--- config.mk ---
export PLATFORM = sky130hd
export DESIGN_NAME = q_cycle_sequencer
export DESIGN_NICKNAME = d
export VERILOG_FILES = /design/src/rtl/q_cycle_sequencer_pkg.sv /design/src/rtl/q_cycle_sequencer.sv
export SDC_FILE = /design/constraint.sdc
export NUM_CORES = 1
export LEC_CHECK = 0
export ABC_CLOCK_PERIOD_IN_PS = 1400
export CORE_MARGIN = 3
export CORE_UTILIZATION = 36
export CTS_CLUSTER_SIZE = 28
export DETAILED_ROUTE_END_ITERATION = 10
export PLACE_DENSITY_LB_ADDON = 0.12
export SLEW_MARGIN = 30
export SYNTH_ARGS = -nofsm -noshare
export SYNTH_HDL_FRONTEND = slang
export SYNTH_SLANG_ARGS = --single-unit
--- constraint.sdc ---
create_clock -name clk -period 1.4 [get_ports clk]
set_clock_uncertainty 0.15 [all_clocks]
set_input_delay 0.28 -clock clk [delete_from_list [all_inputs] [get_ports clk]]
set_output_delay 0.28 -clock clk [all_outputs]
set_load 0.005 [all_outputs]
--- src/rtl/q_cycle_sequencer_pkg.sv ---
// Shared encodings for the instruction-cycle sequencer: Q phases, cycle modes
// and the Q4 strobe bundle. The decoder and bench import the same definitions.
`timescale 1ns/1ps
package q_cycle_sequencer_pkg;

    typedef enum logic [1:0] {
        Q1 = 2'd0,
        Q2 = 2'd1,
        Q3 = 2'd2,
        Q4 = 2'd3
    } q_phase_e;

    typedef enum logic [1:0] {
        MODE_EXEC      = 2'd0,
        MODE_FLUSH     = 2'd1,
        MODE_SLEEP     = 2'd2,
        MODE_WAKE_WAIT = 2'd3
    } cycle_mode_e;

    localparam int unsigned WAKE_CNT_W = 4;

    typedef struct packed {
        logic instr_rd_en;
        logic instr_flush;
        logic pc_incr_en;
        logic pc_j_en;
        logic regfile_wr_en;
        logic w_reg_wr_en;
        logic alu_status_wr_en;
    } strobes_t;

    // Q1 -> Q2 -> Q3 -> Q4 -> Q1 wraps naturally in two bits.
    function automatic q_phase_e next_phase(input q_phase_e ph);
        return q_phase_e'(ph + 2'd1);
    endfunction

endpackage

--- src/rtl/q_cycle_sequencer.sv ---
// Q-phase generator, cycle-mode FSM and wake-delay counter. Decides when the
// fetch/flush/PC/write strobes fire; the decoder supplies what class they are.
`timescale 1ns/1ps
module q_cycle_sequencer
    import q_cycle_sequencer_pkg::*;
#(
    // Whole idle instruction cycles between wake and resumption, 0..15.
    parameter int unsigned WAKE_DELAY_CYCLES = 1
) (
    input  logic       clk,
    input  logic       rst,
    input  logic       run_en,
    input  logic       cls_write_f,
    input  logic       cls_write_w,
    input  logic       cls_status_wr,
    input  logic       cls_jump,
    input  logic       cls_skip,
    input  logic       skip_cond,
    input  logic       cls_sleep,
    input  logic       wake,
    output logic [1:0] q_phase,
    output logic [1:0] cycle_kind,
    output logic       instr_rd_en,
    output logic       instr_flush,
    output logic       pc_incr_en,
    output logic       pc_j_en,
    output logic       regfile_wr_en,
    output logic       w_reg_wr_en,
    output logic       alu_status_wr_en,
    output logic       sleeping
);

    localparam logic [WAKE_CNT_W-1:0] WAKE_LOAD   = WAKE_CNT_W'(WAKE_DELAY_CYCLES);
    localparam logic                  WAKE_BYPASS = (WAKE_DELAY_CYCLES == 32'd0);

    q_phase_e                phase_r, phase_nxt_s;
    cycle_mode_e             mode_r, mode_nxt_s;
    logic [WAKE_CNT_W-1:0]   wake_cnt_r, wake_cnt_nxt_s;
    strobes_t                strb_s;

    // State register: reset lands on Q1 of a FLUSH cycle so the first fetch primes the pipeline.
    always_ff @(posedge clk) begin
        if (rst) begin
            phase_r    <= Q1;
            mode_r     <= MODE_FLUSH;
            wake_cnt_r <= 4'd0;
        end else begin
            phase_r    <= phase_nxt_s;
            mode_r     <= mode_nxt_s;
            wake_cnt_r <= wake_cnt_nxt_s;
        end
    end

    // Next-state logic: run_en=0 freezes everything; mode changes only at Q4 or on wake.
    always_comb begin
        phase_nxt_s    = phase_r;
        mode_nxt_s     = mode_r;
        wake_cnt_nxt_s = wake_cnt_r;
        if (run_en) begin
            case (mode_r)
                MODE_EXEC: begin
                    phase_nxt_s = next_phase(phase_r);
                    if (phase_r == Q4) begin
                        if (cls_jump) begin
                            mode_nxt_s = MODE_FLUSH;
                        end else if (cls_skip && skip_cond) begin
                            mode_nxt_s = MODE_FLUSH;
                        end else if (cls_sleep) begin
                            mode_nxt_s = MODE_SLEEP;
                        end else begin
                            mode_nxt_s = MODE_EXEC;
                        end
                    end else begin
                        mode_nxt_s = mode_r;
                    end
                end
                MODE_FLUSH: begin
                    phase_nxt_s = next_phase(phase_r);
                    if (phase_r == Q4) begin
                        mode_nxt_s = MODE_EXEC;
                    end else begin
                        mode_nxt_s = mode_r;
                    end
                end
                MODE_SLEEP: begin
                    phase_nxt_s = Q1;
                    if (wake) begin
                        if (WAKE_BYPASS) begin
                            mode_nxt_s = MODE_EXEC;
                        end else begin
                            mode_nxt_s     = MODE_WAKE_WAIT;
                            wake_cnt_nxt_s = WAKE_LOAD;
                        end
                    end else begin
                        mode_nxt_s = mode_r;
                    end
                end
                MODE_WAKE_WAIT: begin
                    phase_nxt_s = next_phase(phase_r);
                    // Counter <= 1 also covers a zero count so the wait can never stall.
                    if (phase_r == Q4) begin
                        if (wake_cnt_r <= 4'd1) begin
                            wake_cnt_nxt_s = 4'd0;
                            mode_nxt_s     = MODE_EXEC;
                        end else begin
                            wake_cnt_nxt_s = wake_cnt_r - 4'd1;
                        end
                    end else begin
                        wake_cnt_nxt_s = wake_cnt_r;
                    end
                end
                default: begin
                    phase_nxt_s = phase_r;
                end
            endcase
        end else begin
            phase_nxt_s = phase_r;
        end
    end

    // Strobe decode: everything fires at Q4 only, jump beats skip beats sleep.
    always_comb begin
        strb_s = '0;
        if (run_en && (phase_r == Q4)) begin
            case (mode_r)
                MODE_EXEC: begin
                    strb_s.regfile_wr_en    = cls_write_f;
                    strb_s.w_reg_wr_en      = cls_write_w;
                    strb_s.alu_status_wr_en = cls_status_wr;
                    if (cls_jump) begin
                        strb_s.pc_j_en     = 1'b1;
                        strb_s.instr_flush = 1'b1;
                    end else if (cls_skip && skip_cond) begin
                        strb_s.pc_incr_en  = 1'b1;
                        strb_s.instr_flush = 1'b1;
                    end else begin
                        strb_s.instr_rd_en = 1'b1;
                        strb_s.pc_incr_en  = 1'b1;
                    end
                end
                MODE_FLUSH: begin
                    strb_s.instr_rd_en = 1'b1;
                    strb_s.pc_incr_en  = 1'b1;
                end
                default: begin
                    strb_s = '0;
                end
            endcase
        end else begin
            strb_s = '0;
        end
    end

    assign q_phase          = phase_r;
    assign cycle_kind       = mode_r;
    assign sleeping         = (mode_r == MODE_SLEEP) || (mode_r == MODE_WAKE_WAIT);
    assign instr_rd_en      = strb_s.instr_rd_en;
    assign instr_flush      = strb_s.instr_flush;
    assign pc_incr_en       = strb_s.pc_incr_en;
    assign pc_j_en          = strb_s.pc_j_en;
    assign regfile_wr_en    = strb_s.regfile_wr_en;
    assign w_reg_wr_en      = strb_s.w_reg_wr_en;
    assign alu_status_wr_en = strb_s.alu_status_wr_en;

endmodule

# --- Word-level counts from Yosys, hierarchy flattened ---
# Index checks and enable logic that the tools add are counted.
word_totals:
  output_inout_bits: 12
  input_bits: 11
  ff_bits: 8
op_classes:
  n_eq_ne: 9
  mux: 25
  magnitude_cmp: 1
  reduce_logical: 8
  add_sub_neg: 2
op_table:
  columns: ["cell", "n"]
  rows:
  - ["2-to-1 mux 2 bit", 8]
  - ["2-to-1 mux 4 bit", 4]
  - ["inequality test 2 bit (second input constant)", 5]
  - ["case mux 2 bit (4 select lines)", 1]
  - ["case mux 4 bit (2 select lines)", 1]
  - ["2-to-1 mux 1 bit", 7]
  - ["2-to-1 mux 7 bit", 1]
  - ["== test 2 bit (second input constant)", 3]
  - ["AND reduction 6 bit", 1]
  - ["<= comparator 4 x 1 -> 1 bit (second input constant)", 1]
  - ["case mux 1 bit (2 select lines)", 2]
  - ["case mux 2 bit (2 select lines)", 1]
  - ["AND reduction 4 bit", 1]
  - ["subtractor 4 x 1 -> 4 bit (second input constant)", 1]
  - ["OR reduction 3 bit", 1]
  - ["adder 2 x 1 -> 2 bit (second input constant)", 1]
  - ["== test 2 x 1 -> 1 bit (second input constant)", 1]
  - ["logical AND 1 bit", 2]
  - ["logical NOT 2 bit", 1]
  - ["nonzero test 2 bit", 1]
  - ["logical OR 1 bit", 1]

# --- Depth between registers and ports, before layout ---
logic_depth:
  depth_word: 5
  mapped_depth: 5

# --- Worst setup path before layout ---
# OpenSTA, ideal clock, no wires.
synth_path:
  path_type: "register to output"
  from: "register phase_r[0] (netlist: q_phase[0])"
  to: "output alu_status_wr_en"
  required_time_ps: 970
  stages_incl_launch_ff: 5
  arrival_time_ps: 1048
  n_path_buf: 0
  slack_ps: -78
  cell_sequence: "dfxtp_1 ha_1 nand3b_1 nor2_1 and2_1"
synth_between:
  elab_chain_cells: 3
synth_rtl:
  columns: ["item", "line", "rtl"]
  rows:
  - ["start: declaration", "q_cycle_sequencer.sv:36", "q_phase_e phase_r, phase_nxt_s;"]
  - ["start signal: assignment", "q_cycle_sequencer.sv:48", "phase_r <= phase_nxt_s;"]
  - ["== test 2 bit", "q_cycle_sequencer.sv:124", "if (run_en && (phase_r == Q4)) begin"]
  - ["logical AND 1 bit", "q_cycle_sequencer.sv:124", null]
  - ["2-to-1 mux 7 bit", "q_cycle_sequencer.sv:124", null]
  - ["end: declaration", "q_cycle_sequencer.sv:29", "output logic alu_status_wr_en,"]
# No other way between the ends.

# --- Final worst setup path ---
layout_path:
  from: "register phase_r[0] (netlist: q_phase[0])"
  to: "output regfile_wr_en"
layout_between:
  elab_chain_cells: 3
layout_rtl:
  columns: ["item", "line", "rtl"]
  rows:
  - ["== test 2 bit", "q_cycle_sequencer.sv:124", null]
  - ["logical AND 1 bit", "q_cycle_sequencer.sv:124", null]
  - ["2-to-1 mux 7 bit", "q_cycle_sequencer.sv:124", null]
  - ["end: declaration", "q_cycle_sequencer.sv:27", "output logic regfile_wr_en,"]
# No other way between the ends.

==> out/metrics.yaml <==
status: "complete, but fails checks"
failed_checks: "setup timing"
ys_warn_count: 0
grt_usage: 0.196
r2r_slack_ns: -0.16
grt_pass1_vias: 656
drtPass1Iterations: 2
hold_violations: 0
core-area_um2: 1370
fin_tns_setup_ns: -2.43
crit_type: "reg2out"
io_pins: 23
synthDistinctLibCells: 33
ctsHoldBuffers: 0
period_minus_slack_ns: 1.69
synthCells: 68
setup_ws_ns: -0.287
dp_slack_ns: -0.704
wl_per_cell_um: 14.6
multi_input_area_um2: 473
netlist_area_um2: 556
crit_fanout: 4
clk_pin_slew_ns: 0.06
grt_setup_unrepaired: "yes"
area.sequential_um2: 168
async_flop_share: 0
post-route-drc-count: 0
slew_violations: 0
hp-class: "reg2reg"
cp.required_ns: 0.97
clock_sinks: 8
die_h_um: 45.3
nFillCells: 88
clock_latency_ns: 0.27
seq_area_frac_synth: 0.288
wl_um: 1950
power_density_nw_per_um2: 478
hold_slack_ns: 0.386
final_layout_size_suffix_gt1_frac: 0.551
num_rows: 13
port_buffers: 22
maxCapViolCount: 0
critPathArrivalTime_ns: 1.26
cts-buffers-inserted: 3
finalSetupViolCount: 12
synth_top_area_frac: 0.288
vias_per_cell: 5.27
syn_area_per_cell_um2: 8.17
syn_to_final_growth_pct: 103
reg2reg_depth: 7
grt_max_degree: 9
synth_area_leaders: "dfxtp_1 29%, ha_1 6.8%, and2_1 5.6%, a21oi_1 4.5%, inv_1 3.4%"
cp-end-kind: "output port"
hold_end: "wake_cnt_r[2]"
yosys_register_bits: 8
clockBufferDepth: 2
htree_levels: 1
post-route-period-util: 1.21
min_path_cells: 2
peakVddDrop_mv: 0.570
hp-start: "wake_cnt_r[2]"
slew-limit-headroom: 0.845
die_area_um2: 2050
drt_iter0_markers: 4
grt-ovfl-total: 0
synth_fp_nets: 82
grt_pass1_wl_um: 2970
synth_top_cell_by_area: "dfxtp_1"
synth-edff-count: 0
worst_slew_pin_slew_ns: 0.227
fin_cells: 133
place_hpwl_um: 1330
fmax_mhz: 593
cp-start-kind: "register"
r2r_end: "wake_cnt_r[3]"
cellLeakagePower_nw: 0.531
gp_congestion: 0.803
dp_cells: 126
synth_ff_type: "dfxtp_1"
r2r_start: "cycle_kind[0]"
final_cell_area_um2: 1130
tritoncts: "done"
via_count: 701
placed_cell_area_um2: 973
diodes: 0
cts_root_buf: "clkbuf_4"
nets: 134
final_antenna_net_count: 0
grt_antenna_before_repair: 0
chipWidth_um: 45.3
start_util: 0.407
## area by class of cell
class                      instances  share of cell area
timing repair buffer              51               0.379
tap                               15              0.0166
clock buffer                       3              0.0200
sequential                         8               0.149
inverter                           5              0.0166
multi-input combinational         51               0.419
## metrics by stage
| step | utilization | power, mW |
|---|---|---|
| floorplan | - | 0.276 |
| global placement | 0.712 | 0.344 |
| detailed placement | 0.712 | 0.346 |
| CTS | 0.753 | 0.536 |
| global route | 0.826 | 0.564 |
| finish | 0.826 | 0.540 |
## critical path, stage by stage, from the launching register on
cell and delay [ns]:
dfxtp_2 0.35, ha_4 0.13, nand3b_1 0.10, nor2_2 0.15, and2_1 0.15, buf_2 0.11
## cell usage after synthesis, types with 2 or more instances
cell	number
nor2_1	5
o32ai_1	2
or2_2	2
ha_1	3
nand3b_1	2
dfxtp_1	8
or3_1	2
nand2b_1	3
nand2_1	4
and2_1	5
nor3_1	2
inv_1	5
a21oi_1	5
## routing by layer
| metal | track usage | vias up | part of all wire |
|---|---|---|---|
| met5 | 0 | - | 0 |
| met4 | 0.0526 | 0 | 0.0098 |
| met3 | 0.0478 | 3 | 0.051 |
| met2 | 0.345 | 16 | 0.51 |
| met1 | 0.235 | 334 | 0.43 |
| li1 | - | 348 | - |
## worst max-delay path by stage
stage	end	cells after the start	startpoint	slack (ns)
2_1_floorplan	alu_status_wr_en	4	q_phase[1]	0.0005
3_3_place_gp	instr_flush	5	run_en	-0.68
3_5_place_dp	alu_status_wr_en	5	run_en	-0.70
4_1_cts	instr_flush	5	q_phase[0]	-0.28
5_1_grt	regfile_wr_en	5	q_phase[0]	-0.39
6_report	regfile_wr_en	5	q_phase[0]	-0.29
## registers in the layout (all words and copies together), names as in the netlist
register / count
q_phase: 2
cycle_kind: 2
wake_cnt_r: 4
## cell families after synthesis
group                    synth area share
AND/OR/NAND/NOR                     0.286
adder cells (fa/ha/maj)            0.0676
buffers and inverters              0.0766
multiplexers                       0.0383
flip-flops                          0.288
AO/OA/AOI/OAI                       0.243
## cells in the final DEF (no fill, tap or decap), types with 2 or more instances in the layout
master and instances:
buf_4 24, buf_2 7, clkdlybuf4s50_1 6, inv_1 5
and2_1 5, clkdlybuf4s15_1 5, buf_6 5, nand2_1 4
dfxtp_1 4, a21oi_1 3, clkbuf_4 3, dlymetal6s2s_1 3
dfxtp_2 3, a21oi_2 2, nand3b_1 2, nor2_1 2
or2_2 2, nor2_4 2, o32ai_2 2, or3_1 2
nand2b_1 2
## repair_timing
item,CTS,global route
gates resized for setup,55,16
hold endpoints to repair,0,0
setup buffers,3,3
endpoints found under the setup margin,18,17
pin swaps,12,6
## report_power, final
| group | switching (mW) | total [mW] | internal [mW] |
|---|---|---|---|
| sequential | 0.00423 | 0.236 | 0.232 |
| combinational | 0.0461 | 0.119 | 0.0729 |
| clock | 0.0855 | 0.184 | 0.0985 |
| total | 0.136 | 0.540 | 0.404 |
Power figures use the tool's default switching activity.
